==> src/rtl/avg_feed_arbiter.sv <==
// Paced round-robin arbiter. Each pace slot moves one requester sample into an
// averaging filter and counts the samples of the current window.
module avg_feed_arbiter #(
  parameter int NUM_REQ      = 4,
  parameter int WIN_LEN_LOG2 = 5
) (
  input  logic                       clk,
  input  logic                       reset,
  input  logic                       enable,
  input  logic [7:0]                 pace_div,
  input  logic [NUM_REQ-1:0]         req_valid,
  input  logic [8*NUM_REQ-1:0]       req_data,
  output logic [NUM_REQ-1:0]         req_ready,
  output logic [7:0]                 filt_in,
  output logic                       filt_in_latch,
  output logic [$clog2(NUM_REQ)-1:0] grant_id,
  output logic [WIN_LEN_LOG2-1:0]    sample_count,
  output logic                       window_done
);
  localparam int GW = $clog2(NUM_REQ);

  logic [7:0]              pace_cnt_q, pace_cnt_d;
  logic [7:0]              pace_lim_q, pace_lim_d;
  logic [7:0]              pace_limit_s;
  logic                    slot_s;
  logic                    grant_found_s;
  logic                    xfer_s;
  logic [GW-1:0]           grant_idx_s;
  logic [7:0]              filt_in_q, filt_in_d;
  logic                    filt_in_latch_q, filt_in_latch_d;
  logic [GW-1:0]           grant_id_q, grant_id_d;
  logic [WIN_LEN_LOG2-1:0] sample_count_q, sample_count_d;
  logic                    window_done_q, window_done_d;

  // The live pace_div is used at count 0 and captured, so a period keeps its length.
  always_comb begin
    pace_limit_s  = (pace_cnt_q == 8'd0) ? pace_div : pace_lim_q;
    slot_s        = enable && !reset && (pace_cnt_q == pace_limit_s);
    grant_found_s = 1'b0;
    grant_idx_s   = '0;
    for (int k = 1; k <= NUM_REQ; k++) begin
      for (int j = 0; j < NUM_REQ; j++) begin
        if (!grant_found_s && req_valid[j] &&
            (j == ((int'(grant_id_q) + k) % NUM_REQ))) begin
          grant_found_s = 1'b1;
          grant_idx_s   = GW'(j);
        end
      end
    end
    xfer_s    = slot_s && grant_found_s;
    req_ready = '0;
    for (int i = 0; i < NUM_REQ; i++) begin
      req_ready[i] = xfer_s && (grant_idx_s == GW'(i));
    end
  end

  always_comb begin
    if (!enable) begin
      pace_cnt_d = 8'd0;
    end else if (pace_cnt_q == pace_limit_s) begin
      pace_cnt_d = 8'd0;
    end else begin
      pace_cnt_d = pace_cnt_q + 8'd1;
    end
    pace_lim_d      = (pace_cnt_q == 8'd0) ? pace_div : pace_lim_q;
    filt_in_latch_d = xfer_s;
    if (xfer_s) begin
      filt_in_d      = req_data[int'(grant_idx_s)*8 +: 8];
      grant_id_d     = grant_idx_s;
      sample_count_d = sample_count_q + WIN_LEN_LOG2'(1);
      window_done_d  = (sample_count_q == {WIN_LEN_LOG2{1'b1}});
    end else begin
      filt_in_d      = filt_in_q;
      grant_id_d     = grant_id_q;
      sample_count_d = sample_count_q;
      window_done_d  = 1'b0;
    end
  end

  // grant_id_q doubles as the round-robin pointer (last grant).
  always_ff @(posedge clk or posedge reset) begin
    if (reset) begin
      pace_cnt_q      <= 8'd0;
      pace_lim_q      <= 8'd0;
      filt_in_q       <= 8'd0;
      filt_in_latch_q <= 1'b0;
      grant_id_q      <= GW'(NUM_REQ - 1);
      sample_count_q  <= '0;
      window_done_q   <= 1'b0;
    end else begin
      pace_cnt_q      <= pace_cnt_d;
      pace_lim_q      <= pace_lim_d;
      filt_in_q       <= filt_in_d;
      filt_in_latch_q <= filt_in_latch_d;
      grant_id_q      <= grant_id_d;
      sample_count_q  <= sample_count_d;
      window_done_q   <= window_done_d;
    end
  end

  assign filt_in       = filt_in_q;
  assign filt_in_latch = filt_in_latch_q;
  assign grant_id      = grant_id_q;
  assign sample_count  = sample_count_q;
  assign window_done   = window_done_q;
endmodule

==> config.mk <==
export PLATFORM = sky130hd
export DESIGN_NAME = avg_feed_arbiter
export DESIGN_NICKNAME = d
export VERILOG_FILES = /design/src/rtl/avg_feed_arbiter.sv
export SDC_FILE = /design/constraint.sdc
export NUM_CORES = 1
export LEC_CHECK = 0
export CORE_MARGIN = 4
export CORE_UTILIZATION = 45
export DETAILED_ROUTE_END_ITERATION = 16
export GPL_TIMING_DRIVEN = 0
export PLACE_DENSITY_LB_ADDON = 0.1
export SLEW_MARGIN = 40
export SYNTH_ARGS = -nofsm -noshare
export SYNTH_HDL_FRONTEND = slang
export SYNTH_SLANG_ARGS = --single-unit
==> constraint.sdc <==
create_clock -name clk -period 4.3 [get_ports clk]
set_clock_uncertainty 0.05 [all_clocks]
set_input_delay 0.86 -clock clk [delete_from_list [all_inputs] [get_ports clk]]
set_output_delay 0.86 -clock clk [all_outputs]
set_load 0.01 [all_outputs]
**After elaboration in Yosys (flattened, before gate mapping)**

Index checks and enable logic that the tools add are counted.

- $add $sub $neg: 6
- Equal/unequal tests: 17
- Shift operators: 1
- Mux-type cells: 35
- Bitwise logic cells: 4
- Reduce and logical (&&, ||, !) cells: 64

Operators with widths:

| kind | count |
|---|---|
| $logic_not 32->1 | 4 |
| $logic_and 1x1->1 | 38 |
| $shiftx 32x6->8 | 1 |
| $mux 2 | 14 |
| $eq 3x3->1 const A | 8 |
| $mux 8 | 3 |
| $mux 1 | 18 |
| $logic_not 1->1 | 16 |
| $eq 2x3->1 const A | 4 |
| $add 8x1->8 const B | 1 |
| $eq 8x8->1 | 1 |
| $logic_not 8->1 | 1 |
| $reduce_or 2->1 | 4 |
| $add 5x1->5 const B | 1 |
| $eq 5x5->1 const B | 1 |
| $add 2x1->2 const B | 2 |
| $add 2x2->2 const B | 2 |
| $and 1x1->1 const A | 4 |
| $eq 2x2->1 const B | 2 |
| $eq 2x1->1 const B | 1 |
| $logic_not 2->1 | 1 |

- Register bits after elaboration: 33
- Input port bits: 47
- Output and inout port bits: 21
- Logic and storage cells: 134

**Logic depth before layout (Yosys ltp)**

- Depth after elaboration: 68
- Depth in mapped cells: 10
- Depth with buffers taken out: 8

**Worst setup path before layout**

OpenSTA, ideal clock, no wires.

- Kind: input -> output
- From: in reset
- To: out req_ready[3]
- Arrival: 2.758 ns
- Required time: 3.390 ns
- Setup slack: 0.632 ns
- Stages on the path: 5
- Path buffers: 1
- Cells stage by stage: inv_1 -> nand3_1 -> or4b_1 -> buf_2 -> and3b_1

- Longest elaborated chain between the ends: 5

RTL lines:

| element | line | text |
|---|---|---|
| start: declaration | 8 | `input logic reset,` |
| $logic_not 1->1 (no source line) | -- |  |
| $logic_and 1x1->1 (2 in series) | 38 | `slot_s = enable && !reset && (pace_cnt_q == pace_limit_s);` |
| $logic_and 1x1->1 | 50 | `xfer_s = slot_s && grant_found_s;` |
| $logic_and 1x1->1 | 53 | `req_ready[i] = xfer_s && (grant_idx_s == GW'(i));` |
| end: declaration | 13 | `output logic [NUM_REQ-1:0] req_ready,` |

Every way passes these cells.

**Worst setup path in the final report**

- From: in pace_div[1]
- To: out req_ready[3]

- Longest elaborated chain between the ends: 5

RTL lines:

| element | line | text |
|---|---|---|
| start: declaration | 10 | `input logic [7:0] pace_div,` |
| $mux 8 | -- |  |
| $eq 8x8->1 | 38 |  |
| $logic_and 1x1->1 | 38 |  |
| $logic_and 1x1->1 | 50 |  |
| $logic_and 1x1->1 | 53 |  |

Every way passes these cells.

==> out/results.txt <==
Status: finished, final reports clean
Max_slew headroom: 53.49%
Iteration-0 DRC count of the detailed router: 55
Placed Cells: 314
TritonRoute pass-1 iters: 5
Maximum VDD drop: 0.2113 mV
Largest net degree at the start of global routing: 35
P per Cell Area: 316.8 nW/um2
Crit-path cells: clkdlybuf4s50_1 > xor2_1 > nor4_2 > nor2_1 > or4b_1 > buf_2 > and3b_1 > clkdlybuf4s50_1
Hpwl dp: 3628 um
Area of the mapped netlist: 1972 um2
Pre-CTS WS: -0.2219 ns
Buf/Inv on CP: 3
Startpoint types: primary input
Seq/Total Area, Yosys: 42.01%
Number of port buffers: 67
Initial antenna violation count: 0
Highest-delay cell along the critical path: clkdlybuf4s50_1
Syn_area_per_cell: 10.01 um2
First-pass GRT wire length: 7714 um
Layout cells sized above 1: 14.60%
Setup TNS: 0 ns
Root Driver: clkbuf_8
CTS clock-pin slew for the worst setup and hold paths: 0.06 ns
Die Ht: 74.20 um
Number of remaining DRC errors: 0
Initial Util: 47.92%
Maximum clock rate: 237.4 MHz
# rows: 23
Worst-Margin Slew: 0.6977 ns
Area Overhead vs Synth: 43.97%
Hold path depth: 2
Worst R2R Setup Slack: 1.50 ns
CTS tree: yes
Via count: 1631
Static leakage: 1.337 nW
Family with the most delay on the worst path: buffers and inverters
Via-per-instance ratio: 5.034
Placeable Area: 4115 um2
Critical path class: in -> out
Routed Wire Length: 4693 um
Worst path most repeated cell: clkdlybuf4s50_1
Commonest non-fill, non-tap cell in the layout: clkdlybuf4s50_1
Number of synthesized register bits: 33
GP Congestion: 0.8465
Origin of the critical flop-to-flop path: pace_cnt_q[0]$_DFF_PP0_
Die W: 74.20 um
Period utilization: 97.97%
Worst path max stage delay: 0.53 ns
Post-synth EDFFs: 0
Crit end category: output pin
Worst-skew pair later-pin latency: 0.28 ns
Distinct cells, synth: 40
Gr ovfl total: 0
Slew Limit Fails: 0
Max clock buf depth: 2
CP Data Required Time: 3.39 ns
Final Hold Viols: 0
Critical path peak fanout: 6
Setup crit start: pace_div[1]
Crit path time final: 4.213 ns
Number of buffers created by CTS: 5
Setup violators final: 0
# diodes: 0
Io pins: 68
Vias in the first global route: 1609
Clock Sink Count: 33
FF-to-FF End: filt_in[2]$_DFFE_PP0P_
Max Cap Violations: 0
Worst path depth: 8
R2r worst-path depth: 10
Leading cell types in the layout, fill and taps excluded: clkdlybuf4s50_1, dfrtp_1, mux2i_1
Routed Antenna Nets: 0
Async set or reset register ratio after synthesis: 100.0%
Worst setup endpoint: req_ready[3]
Critical Path AT: 3.30 ns
Total die area: 5505 um2
GRT Total Usage: 18.52%
Min-delay src: pace_lim_q[2]$_DFF_PP0_
Hold WC Path Type: reg -> reg
Synth Flop Type: dfrtp_1
Total power: 899.5 uW
Syn. warnings: 0
Synth Instances: 197
Nets@finish: 324
Non-filler cells, final: 324
Drt wl/cell: 14.48 um
Post-route setup slack: 0.08723 ns
Net Count, Synth: 248
Htree depth: 2
-- how the worst min path moves through the flow --
stage | slack, ns | to
after floorplan | 0.40 | pace_lim_q[2]$_DFF_PP0_
after global placement | 0.41 | pace_lim_q[2]$_DFF_PP0_
after detailed placement | 0.42 | pace_lim_q[2]$_DFF_PP0_
after CTS | 0.44 | pace_lim_q[2]$_DFF_PP0_
after global routing | 0.48 | filt_in[4]$_DFFE_PP0P_
final | 0.43 | pace_lim_q[2]$_DFF_PP0_
-- registers in the layout, indices dropped and copies added (netlist names) --
signal	cells
filt_in_latch	1
sample_count	5
grant_id	2
window_done	1
filt_in	8
pace_lim_q	8
pace_cnt_q	8
-- repair_timing --
action	4_1_cts	5_1_grt
hold buffers	0	0
setup buffers	1	1
pin swaps	0	2
endpoints found under the setup margin	4	4
hold endpoints to repair	0	0
gates resized for setup	3	9
-- worst reg2reg max path: stages (launching register included) --
cell	delay, ns
dfrtp_2	0.44
inv_1	0.11
ha_1	0.16
nor4b_4	0.25
nand2_2	0.13
nor4_2	0.32
o211ai_2	0.11
buf_4	0.17
nor3_2	0.32
buf_4	0.26
mux2_2	0.36
-- stage by stage --
step	instance area [um2]	hold WS, ns	util [%]
floorplan	1972	0.3957	-
global placement	2705	0.4133	65.73
detailed placement	2705	0.4237	65.73
CTS	2808	0.4361	68.23
global route	2839	0.4763	68.99
finish	2839	0.4262	68.99
-- cell families after synthesis --
logic type	Yosys count	synth area share (%)
buffers and inverters	30	6.472
muxes	37	19.54
AOI/OAI and AO/OA	23	7.234
adders and majority gates	4	2.538
xor gates and xnor gates	12	5.330
and+or+nand+nor	58	16.88
DFF	33	42.00
-- final cells by class --
class / count / area (um2)
sequential: 33 / 829.5
tap: 50 / 62.56
timing repair buffer: 69 / 690.7
multi-input combinational: 134 / 1042
fill: 330 / 1276
buffer: 11 / 57.56
inverter: 19 / 76.32
clock buffer: 8 / 80.08
-- report_power, final --
group / internal, mW / leakage [nW] / switching [mW]
combinational: 0.158 / 0.864 / 0.140
sequential: 0.353 / 0.434 / 0.0269
clock: 0.115 / 0.0395 / 0.107
-- cells in the mapped netlist, drive strengths merged, types with 2 or more instances --
master	number	area share, %
o21ai	10	2.5
a21oi	3	0.76
nand3	7	1.8
xor2	9	4.0
and3	2	0.63
inv	19	3.6
nor3	5	1.8
dfrtp	31	39
nor2b	2	0.63
o22ai	4	1.3
clkbuf	5	0.95
nor2	14	2.7
ha	4	2.5
nor4	5	1.9
nand2b	2	0.63
nand2	14	2.8
dfstp	2	2.7
buf	6	1.9
nor3b	2	1.3
mux2i	25	13
o211ai	2	1.0
xnor2	3	1.3
mux2	12	6.9
-- metal layers --
metal	share of wire (%)	vias to the layer above	global-route usage (%)
met5	0	-	0
met2	50	43	29.92
li1	-	823	-
met4	0.94	0	4.829
met3	4.9	4	5.000
met1	44	761	24.62
No activity file was read; power rests on OpenSTA's default activity.
